File: src/rtl/cpu_pkg.sv
// Shared multicycle-CPU encodings: FSM states, opcodes, ALU and mux selects.
// Used by control_fsm and alu_control.
package cpu_pkg;

    typedef enum logic [3:0] {
        FETCH,
        DECODE,
        MEMADR,
        MEMREAD,
        MEMWB,
        MEMWRITE,
        EXEC_R,
        EXEC_I,
        ALUWB,
        BRANCH,
        ILLEGAL
    } state_t;

    localparam logic [6:0] OP_LOAD   = 7'b0000011;
    localparam logic [6:0] OP_STORE  = 7'b0100011;
    localparam logic [6:0] OP_RTYPE  = 7'b0110011;
    localparam logic [6:0] OP_ITYPE  = 7'b0010011;
    localparam logic [6:0] OP_BRANCH = 7'b1100011;

    localparam logic [1:0] ALUOP_ADD   = 2'b00;
    localparam logic [1:0] ALUOP_SUB   = 2'b01;
    localparam logic [1:0] ALUOP_RTYPE = 2'b10;
    localparam logic [1:0] ALUOP_ITYPE = 2'b11;

    localparam logic [1:0] SRC_A_PC    = 2'b00;
    localparam logic [1:0] SRC_A_RS1   = 2'b01;
    localparam logic [1:0] SRC_A_OLDPC = 2'b10;

    localparam logic [1:0] SRC_B_RS2  = 2'b00;
    localparam logic [1:0] SRC_B_FOUR = 2'b01;
    localparam logic [1:0] SRC_B_IMM  = 2'b10;

    typedef struct packed {
        logic [1:0] aluop;
        logic [1:0] alu_src_a;
        logic [1:0] alu_src_b;
        logic       pc_write;
        logic       pc_write_cond;
        logic       ir_write;
        logic       mem_read;
        logic       mem_write;
        logic       iord;
        logic       reg_write;
        logic       mem_to_reg;
        logic       illegal_instr;
    } ctrl_t;

endpackage

File: src/rtl/retire_counter.sv
// Retired-instruction counter; wraps from all-ones to zero.
module retire_counter #(
    parameter int CNT_W = 32
) (
    input  logic             clk,
    input  logic             rst,
    input  logic             inc,
    output logic [CNT_W-1:0] count
);

    always_ff @(posedge clk or posedge rst) begin
        if (rst) begin
            count <= '0;
        end else if (inc) begin
            count <= count + CNT_W'(1);
        end
    end

endmodule

File: src/rtl/control_fsm.sv
// Multicycle RISC-V main control FSM with retired-instruction counter.
// Outputs are decoded from state and mem_ready only.
module control_fsm
    import cpu_pkg::*;
#(
    parameter int CNT_W         = 32,
    parameter int RESET_PC_WAIT = 0
) (
    input  logic             clk,
    input  logic             rst,
    input  logic [6:0]       opcode,
    input  logic             zero,
    input  logic             mem_ready,
    output logic [1:0]       aluop,
    output logic [1:0]       alu_src_a,
    output logic [1:0]       alu_src_b,
    output logic             pc_write,
    output logic             pc_write_cond,
    output logic             ir_write,
    output logic             mem_read,
    output logic             mem_write,
    output logic             iord,
    output logic             reg_write,
    output logic             mem_to_reg,
    output logic             illegal_instr,
    output logic [CNT_W-1:0] instr_count
);

    localparam int WW = (RESET_PC_WAIT > 0) ? $clog2(RESET_PC_WAIT + 1) : 1;

    state_t        state;
    state_t        state_nxt;
    ctrl_t         ctrl;
    logic [WW-1:0] wait_cnt;
    logic          wait_done;
    logic          retire;
    logic          unused_zero;

    // Branch resolution happens in the datapath.
    assign unused_zero = zero;
    assign wait_done   = (wait_cnt == '0);

    always_ff @(posedge clk or posedge rst) begin
        if (rst) begin
            state    <= FETCH;
            wait_cnt <= WW'(RESET_PC_WAIT);
        end else begin
            state <= state_nxt;
            if (!wait_done) begin
                wait_cnt <= wait_cnt - WW'(1);
            end
        end
    end

    always_comb begin
        state_nxt = state;
        unique case (state)
            FETCH: begin
                if (wait_done && mem_ready) begin
                    state_nxt = DECODE;
                end
            end
            DECODE: begin
                case (opcode)
                    OP_LOAD, OP_STORE: state_nxt = MEMADR;
                    OP_RTYPE:          state_nxt = EXEC_R;
                    OP_ITYPE:          state_nxt = EXEC_I;
                    OP_BRANCH:         state_nxt = BRANCH;
                    default:           state_nxt = ILLEGAL;
                endcase
            end
            MEMADR: begin
                state_nxt = (opcode == OP_STORE) ? MEMWRITE : MEMREAD;
            end
            MEMREAD: begin
                if (mem_ready) begin
                    state_nxt = MEMWB;
                end
            end
            MEMWRITE: begin
                if (mem_ready) begin
                    state_nxt = FETCH;
                end
            end
            EXEC_R, EXEC_I: state_nxt = ALUWB;
            MEMWB, ALUWB, BRANCH, ILLEGAL: state_nxt = FETCH;
            default: state_nxt = FETCH;
        endcase
    end

    // Reset forces every output low, including the FETCH read.
    always_comb begin
        ctrl = '0;
        if (!rst) begin
            unique case (state)
                FETCH: begin
                    if (wait_done) begin
                        ctrl.mem_read  = 1'b1;
                        ctrl.alu_src_a = SRC_A_PC;
                        ctrl.alu_src_b = SRC_B_FOUR;
                        ctrl.aluop     = ALUOP_ADD;
                        ctrl.ir_write  = mem_ready;
                        ctrl.pc_write  = mem_ready;
                    end
                end
                DECODE: begin
                    ctrl.alu_src_a = SRC_A_OLDPC;
                    ctrl.alu_src_b = SRC_B_IMM;
                    ctrl.aluop     = ALUOP_ADD;
                end
                MEMADR: begin
                    ctrl.alu_src_a = SRC_A_RS1;
                    ctrl.alu_src_b = SRC_B_IMM;
                    ctrl.aluop     = ALUOP_ADD;
                end
                MEMREAD: begin
                    ctrl.mem_read = 1'b1;
                    ctrl.iord     = 1'b1;
                end
                MEMWB: begin
                    ctrl.reg_write  = 1'b1;
                    ctrl.mem_to_reg = 1'b1;
                end
                MEMWRITE: begin
                    ctrl.mem_write = 1'b1;
                    ctrl.iord      = 1'b1;
                end
                EXEC_R: begin
                    ctrl.alu_src_a = SRC_A_RS1;
                    ctrl.alu_src_b = SRC_B_RS2;
                    ctrl.aluop     = ALUOP_RTYPE;
                end
                EXEC_I: begin
                    ctrl.alu_src_a = SRC_A_RS1;
                    ctrl.alu_src_b = SRC_B_IMM;
                    ctrl.aluop     = ALUOP_ITYPE;
                end
                ALUWB: begin
                    ctrl.reg_write = 1'b1;
                end
                BRANCH: begin
                    ctrl.alu_src_a     = SRC_A_RS1;
                    ctrl.alu_src_b     = SRC_B_RS2;
                    ctrl.aluop         = ALUOP_SUB;
                    ctrl.pc_write_cond = 1'b1;
                end
                ILLEGAL: begin
                    ctrl.illegal_instr = 1'b1;
                end
                default: ;
            endcase
        end
    end

    assign aluop         = ctrl.aluop;
    assign alu_src_a     = ctrl.alu_src_a;
    assign alu_src_b     = ctrl.alu_src_b;
    assign pc_write      = ctrl.pc_write;
    assign pc_write_cond = ctrl.pc_write_cond;
    assign ir_write      = ctrl.ir_write;
    assign mem_read      = ctrl.mem_read;
    assign mem_write     = ctrl.mem_write;
    assign iord          = ctrl.iord;
    assign reg_write     = ctrl.reg_write;
    assign mem_to_reg    = ctrl.mem_to_reg;
    assign illegal_instr = ctrl.illegal_instr;

    assign retire = (state == MEMWB) || (state == ALUWB) ||
                    (state == BRANCH) ||
                    ((state == MEMWRITE) && mem_ready);

    retire_counter #(
        .CNT_W(CNT_W)
    ) u_cnt (
        .clk  (clk),
        .rst  (rst),
        .inc  (retire),
        .count(instr_count)
    );

endmodule

File: config.mk
export PLATFORM = sky130hd
export DESIGN_NAME = control_fsm
export DESIGN_NICKNAME = d
export VERILOG_FILES = /design/src/rtl/cpu_pkg.sv /design/src/rtl/retire_counter.sv /design/src/rtl/control_fsm.sv
export SDC_FILE = /design/constraint.sdc
export NUM_CORES = 1
export LEC_CHECK = 0
export ABC_CLOCK_PERIOD_IN_PS = 2550
export BUFFER_PORTS_ARGS = -buffer_cell sky130_fd_sc_hd__clkbuf_2
export CORE_UTILIZATION = 49
export DETAILED_ROUTE_END_ITERATION = 8
export HOLD_SLACK_MARGIN = 0.1
export PLACE_DENSITY = 0.87
export SLEW_MARGIN = 20
export SYNTH_ARGS = -nofsm -noshare
export SYNTH_HDL_FRONTEND = slang
export SYNTH_SLANG_ARGS = --single-unit
export TNS_END_PERCENT = 10
File: constraint.sdc
create_clock -name clk -period 2.55 [get_ports clk]
set_input_delay 0.51 -clock clk [delete_from_list [all_inputs] [get_ports clk]]
set_output_delay 0.51 -clock clk [all_outputs]
set_load 0.05 [all_outputs]
==> flow_summary.json, run 1 <==
{
  "fmax_ghz": 0.417,
  "start_util": 0.532,
  "dieArea_um2": 4380,
  "coreArea_um2": 3800,
  "synth_top_area_cell": "dfrtp_1",
  "h-tree-depth": 2,
  "synthCells": 208,
  "synth-edff-count": 0,
  "tightest_slew_ns": 0.535,
  "dpl_worst_slack_ns": 0.422,
  "rows": 22,
  "finalMaxSlewViolations": 0,
  "synth_cell_types": 43,
  "critPathArrivalTime_ns": 1.89,
  "hold_violations": 0,
  "nets": 279,
  "n_antenna_cell": 0,
  "via_count": 1721,
  "place_congestion": 0.852,
  "io_pins": 58,
  "async_flop_share": 1.00,
  "cts-resized-gates": 0,
  "worst_slack_ns": 0.150,
  "dr.pass1.iters": 4,
  "reg2reg_depth": 6,
  "max_slew_margin": 0.643,
  "vias_per_cell": 5.45,
  "die_w_um": 66.2,
  "grt_pass1_wl_um": 7360,
  "crit_buf_inv": 1,
  "clk_path_buf_depth": 2,
  "fin_crit_sh": 0.941,
  "clk_pin_slew_worst_paths_ns": 0.08,
  "cts_tree": "built",
  "hpwl_um": 3140,
  "min_period_ns": 2.40,
  "ys_ff_latch": 36,
  "yosysTopAreaCellShare": 0.446,
  "syn_avg_cell_area_um2": 9.71,
  "slowest_stage": "dfrtp_1",
  "area_delta_synth_final_pct": 22.6,
  "setup_viol": 0,
  "clock_latency_ns": 0.29,
  "met2_usage": 0.361,
  "cpPeakStageDelay_ns": 0.58,
  "synth_warnings": 0,
  "crit_chain": "nand2b_1 -> a2111oi_2 -> clkbuf_2",
  "antenna_left": 0,
  "path_class": "reg -> out",
  "synth_area_leaders": "dfrtp_1, xnor2_1, xor2_1, nor2_1, nand2_1",
  "outcome": "complete, no violations",
  "cts_setup_buffers": 0,
  "cts_hold_buf": 0,
  "use_met1": 0.277,
  "nFillCells": 319,
  "fin_skew_ns": 0.00479,
  "cp_num_cells": 3,
  "grt_antenna_before_repair": 0,
  "crit_family": "flip-flops",
  "die_y_um": 66.2,
  "grt_usage": 0.223,
  "power_density_nw_per_um2": 878,
  "critPathLaunchType": "flip-flop",
  "hp-class": "in -> async",
  "ctsRootBufferMaster": "clkbuf_8",
  "port_buffers": 56,
  "ys_seq_area_frac": 0.446,
  "rsz0062_at_grt": "false",
  "synth_ff_type": "dfrtp_1",
  "power_leakage_nw": 1.24,
  "grt_pass1_vias": 1650,
  "drive_gt1_frac": 0.317,
  "busiest_layer": "met2",
  "drc_errors": 0,
  "grt_max_degree": 37,
  "final_common_cell": "clkbuf_2",
  "maxCapViolations": 0,
  "drt_iter0_drc": 93,
  "clock_sinks": 36,
  "syn_area_um2": 2020,
  "whs_ns": 0.391,
  "irDropWorstVdd_mv": 0.553,
  "cp-end-kind": "output port",
  "wl_per_cell_um": 13.4,
  "worst_ep_required_time_ns": 2.04,
  "crit_path_max_fanout": 15,
  "grt-ovfl-total": 0,
  "wl_um": 4250,
  "synthesis.nets": 220,
  "cts_buffers": 5,
  "use_met3": 0.0690,
  "final_cell_mix": "clkbuf_2, dfrtp_1, nor2_1, nand2_1, xnor2_1"
}
==> cell usage after synthesis (2+ instances only) <==
master and n:
nor2_1 24, and4_1 2, nor2b_1 5, nor4_1 5
and2b_1 4, dfrtp_1 36, a2111oi_0 2, nand2b_1 4
nand4_1 8, inv_1 7, o21ai_0 2, nand3_1 10
xor2_1 15, and2_1 2, clkbuf_1 4, buf_4 2
xnor2_1 17, nor3_1 6, or2_2 2, a21oi_1 6
nand2_1 17, nor3_2 4, nand4_4 2, and3_1 3
==> stage by stage <==
step	setup TNS, ns	power, mW	cell area (um2)	util	std cells
2_1_floorplan	-1.58	1.50	2040	-	208
3_3_place_gp	0	1.66	2370	0.623	308
3_5_place_dp	0	1.68	2370	0.623	308
4_1_cts	0	2.19	2480	0.652	316
5_1_grt	0	2.30	2480	0.652	316
6_report	0	2.18	2480	0.652	316
==> per-layer routing <==
layer	wire (um)	share of wire
met1	1870	0.44
met2	2120	0.50
met3	185	0.044
met4	72	0.017
met5	0	0
==> report_power, final <==
group	switching [mW]	internal (mW)
combinational	0.660	0.274
sequential	0.105	0.636
clock	0.212	0.289
==> cell families after synthesis <==
family / share of synthesized area
flops: 0.446
xor+xnor: 0.139
mux: 0.0105
fa+ha+maj: 0.00619
compound gates: 0.0576
buf+inv: 0.0359
simple gates: 0.305
==> registers in the layout (all words and copies together) (netlist names) <==
signal	cells
u_cnt.count	32
state	4
==> worst reg2reg max path, cell delays in order (launching register included) <==
cell and delay (ns):
dfrtp_1 0.68, nand2b_1 0.22, o21ai_4 0.30, buf_4 0.23, nand3_4 0.11, nor2_1 0.17, xor2_1 0.17
==> cell type report <==
cell class                 instances  area [um2]  area share
clock buffer                       5        68.8      0.0278
clock inverter                     3        42.5      0.0172
inverter                           7        26.3      0.0106
multi-input combinational        157        1070       0.431
sequential                        36         901       0.364
tap                               48        60.1      0.0242
timing repair buffer              60         310       0.125
==> final timing paths <==
path / from / endpoint / slack [ns]
min in group clk: u_cnt.count[31] / u_cnt.count[31] / 0.48
worst max-delay path: state[2] / reg_write / 0.15
worst max register to register: state[2] / u_cnt.count[20] / 0.60
worst min-delay path: rst / u_cnt.count[2] / 0.39
worst min register to register: u_cnt.count[31] / u_cnt.count[31] / 0.48
max in group asynchronous: rst / u_cnt.count[28] / 1.84
Note: power is estimated with default switching activity, not from simulation.
==> run 2, diff against run 1 <==
CORE_UTILIZATION = 56   (was 49)
PLACE_DENSITY = 0.95   (was 0.87)
==> run 2 against run 1 <==
- core utilization rose by 6.3 points
- setup slack got worse by 0.044 ns
- register-to-register slack better by 0.12 ns
- combinational power fell by 2.6%
- hold slack got worse by 0.069 ns
- cell count down 0.63%
- routed wire length shrank 0.64%
- global-route usage increased by 0.64 points
- power is 8.7% lower
- first-iteration DRC count grew 27%
- highest routed layer unchanged
==> flow_summary.json, run 2 (same netlist as run 1, synthesis figures left out) <==
{
  "outcome": "complete, no violations",
  "grt_max_degree": 37,
  "whs_ns": 0.322,
  "wl_um": 4220,
  "slowest_stage": "dfrtp_1",
  "place_congestion": 0.864,
  "cp-end-kind": "output port",
  "path_class": "reg -> out",
  "cts_tree": "built",
  "coreArea_um2": 3390,
  "drt_iter0_drc": 118,
  "crit_path_max_fanout": 13,
  "top_register": "u_cnt.count",
  "fin_skew_ns": 0.0160,
  "n_antenna_cell": 0,
  "finalMaxSlewViolations": 0,
  "met2_length_um": 2070,
  "cts_setup_buffers": 0,
  "ctsRootBufferMaster": "clkbuf_4",
  "maxCapViolations": 0,
  "rows": 21,
  "via_count": 1733,
  "max_slew_margin": 0.696,
  "wl_met1_um": 1910,
  "setup_viol": 0,
  "clk_path_buf_depth": 2,
  "nets": 279,
  "clk_pin_slew_worst_paths_ns": 0.10,
  "power_density_nw_per_um2": 820,
  "cts_buffers": 5,
  "die_w_um": 62.1,
  "fin_crit_sh": 0.959,
  "fin_tns_setup_ns": 0,
  "hold_violations": 0,
  "largest_reg_flops": 32,
  "critPathArrivalTime_ns": 1.93,
  "reg2reg_depth": 6,
  "h-tree-depth": 2,
  "power_leakage_nw": 1.22,
  "clock_latency_ns": 0.34,
  "hp-class": "in -> async",
  "grt_pass1_wl_um": 6440,
  "wl_met3_um": 140,
  "final_common_cell": "clkbuf_2",
  "cpPeakStageDelay_ns": 0.53,
  "worst_ep_required_time_ns": 2.04,
  "reg_top3": "u_cnt.count (32), state (4)",
  "vias_per_cell": 5.52,
  "place_area_um2": 2360,
  "r2r_slack_ns": 0.72,
  "dr.pass1.iters": 4,
  "dieArea_um2": 3850,
  "r2r_end": "u_cnt.count[12]",
  "wl_per_cell_um": 13.4,
  "startpoint": "state[3]",
  "final_cell_mix": "clkbuf_2, dfrtp_1, nor2_1, nand2_1, xnor2_1",
  "drive_gt1_frac": 0.313,
  "final_cell_area_um2": 2420,
  "grt-ovfl-total": 0,
  "die_y_um": 62.1,
  "cts_hold_buf": 0,
  "critPathCapture": "pc_write",
  "area_delta_synth_final_pct": 19.9,
  "irDropWorstVdd_mv": 0.539,
  "grt_pass1_vias": 1481,
  "reg2reg_from": "state[3]",
  "fmax_ghz": 0.409,
  "critPathLaunchType": "flip-flop",
  "start_util": 0.596,
  "hpwl_um": 3090,
  "grt_usage": 0.230,
  "crit_chain": "or2_2 -> nor4_4 -> and2_1 -> clkbuf_2",
  "clock_sinks": 36,
  "io_pins": 58,
  "antenna_left": 0,
  "tightest_slew_ns": 0.456,
  "top_layer_used": "met4",
  "grt_antenna_before_repair": 0,
  "drc_errors": 0,
  "port_buffers": 56,
  "min_period_ns": 2.44
}
==> run 2: cell types whose count changed in the layout (fill, tap and decap cells not counted), sizes merged <==
cell,delta
buf,+2
bufinv,-1
clkbuf,+1
clkinv,-1
clkinvlp,-1
==> run 2: how the worst min path moves through the flow <==
stage	end	cells after the start
finish	u_cnt.count[2]	3
global route	u_cnt.count[2]	3
CTS	state[3]	3
detailed placement	u_cnt.count[31]	1
global placement	u_cnt.count[31]	1
floorplan	state[2]	3
==> run 2: area by class of cell <==
cell class | instances | area (um2)
multi-input cells | 157 | 1070
fillers | 246 | 966
flip-flops and latches | 36 | 902
repair buffers | 60 | 310
clock buffers | 8 | 58.8
well taps | 46 | 57.6
inverters | 7 | 26.3
==> run 2: per-stage QoR <==
stage                     total power, mW   util  cells  worst slack (ns)
after global placement               1.65  0.697    306             0.440
final                                1.99  0.715    314             0.105
after detailed placement             1.67  0.697    306             0.425
after floorplan                      1.50      -    208            -0.390
after global routing                 2.10  0.715    314          -0.00796
after CTS                            1.98  0.715    314             0.104
==> run 2: routing by layer <==
metal / vias to the layer above / track usage
li1: 838 / -
met1: 835 / 0.288
met2: 46 / 0.368
met3: 14 / 0.0538
met4: 0 / 0.121
met5: - / 0
==> run 2: what timing repair did <==
action	in CTS	in global routing
endpoints found under the hold margin	0	0
setup endpoints to repair	0	2
gates resized for setup	0	3
==> run 2: power by group <==
part	total, mW	switching, mW	internal (mW)
logic	0.909	0.641	0.268
registers	0.758	0.121	0.636
clock network	0.320	0.183	0.136
==> run 2: worst max-delay path: cells and delay by family (launching register included) <==
kind,cells,cell delay (ns)
buffers and inverters,1,0.27
DFF,1,0.53
and+or+nand+nor,3,0.78
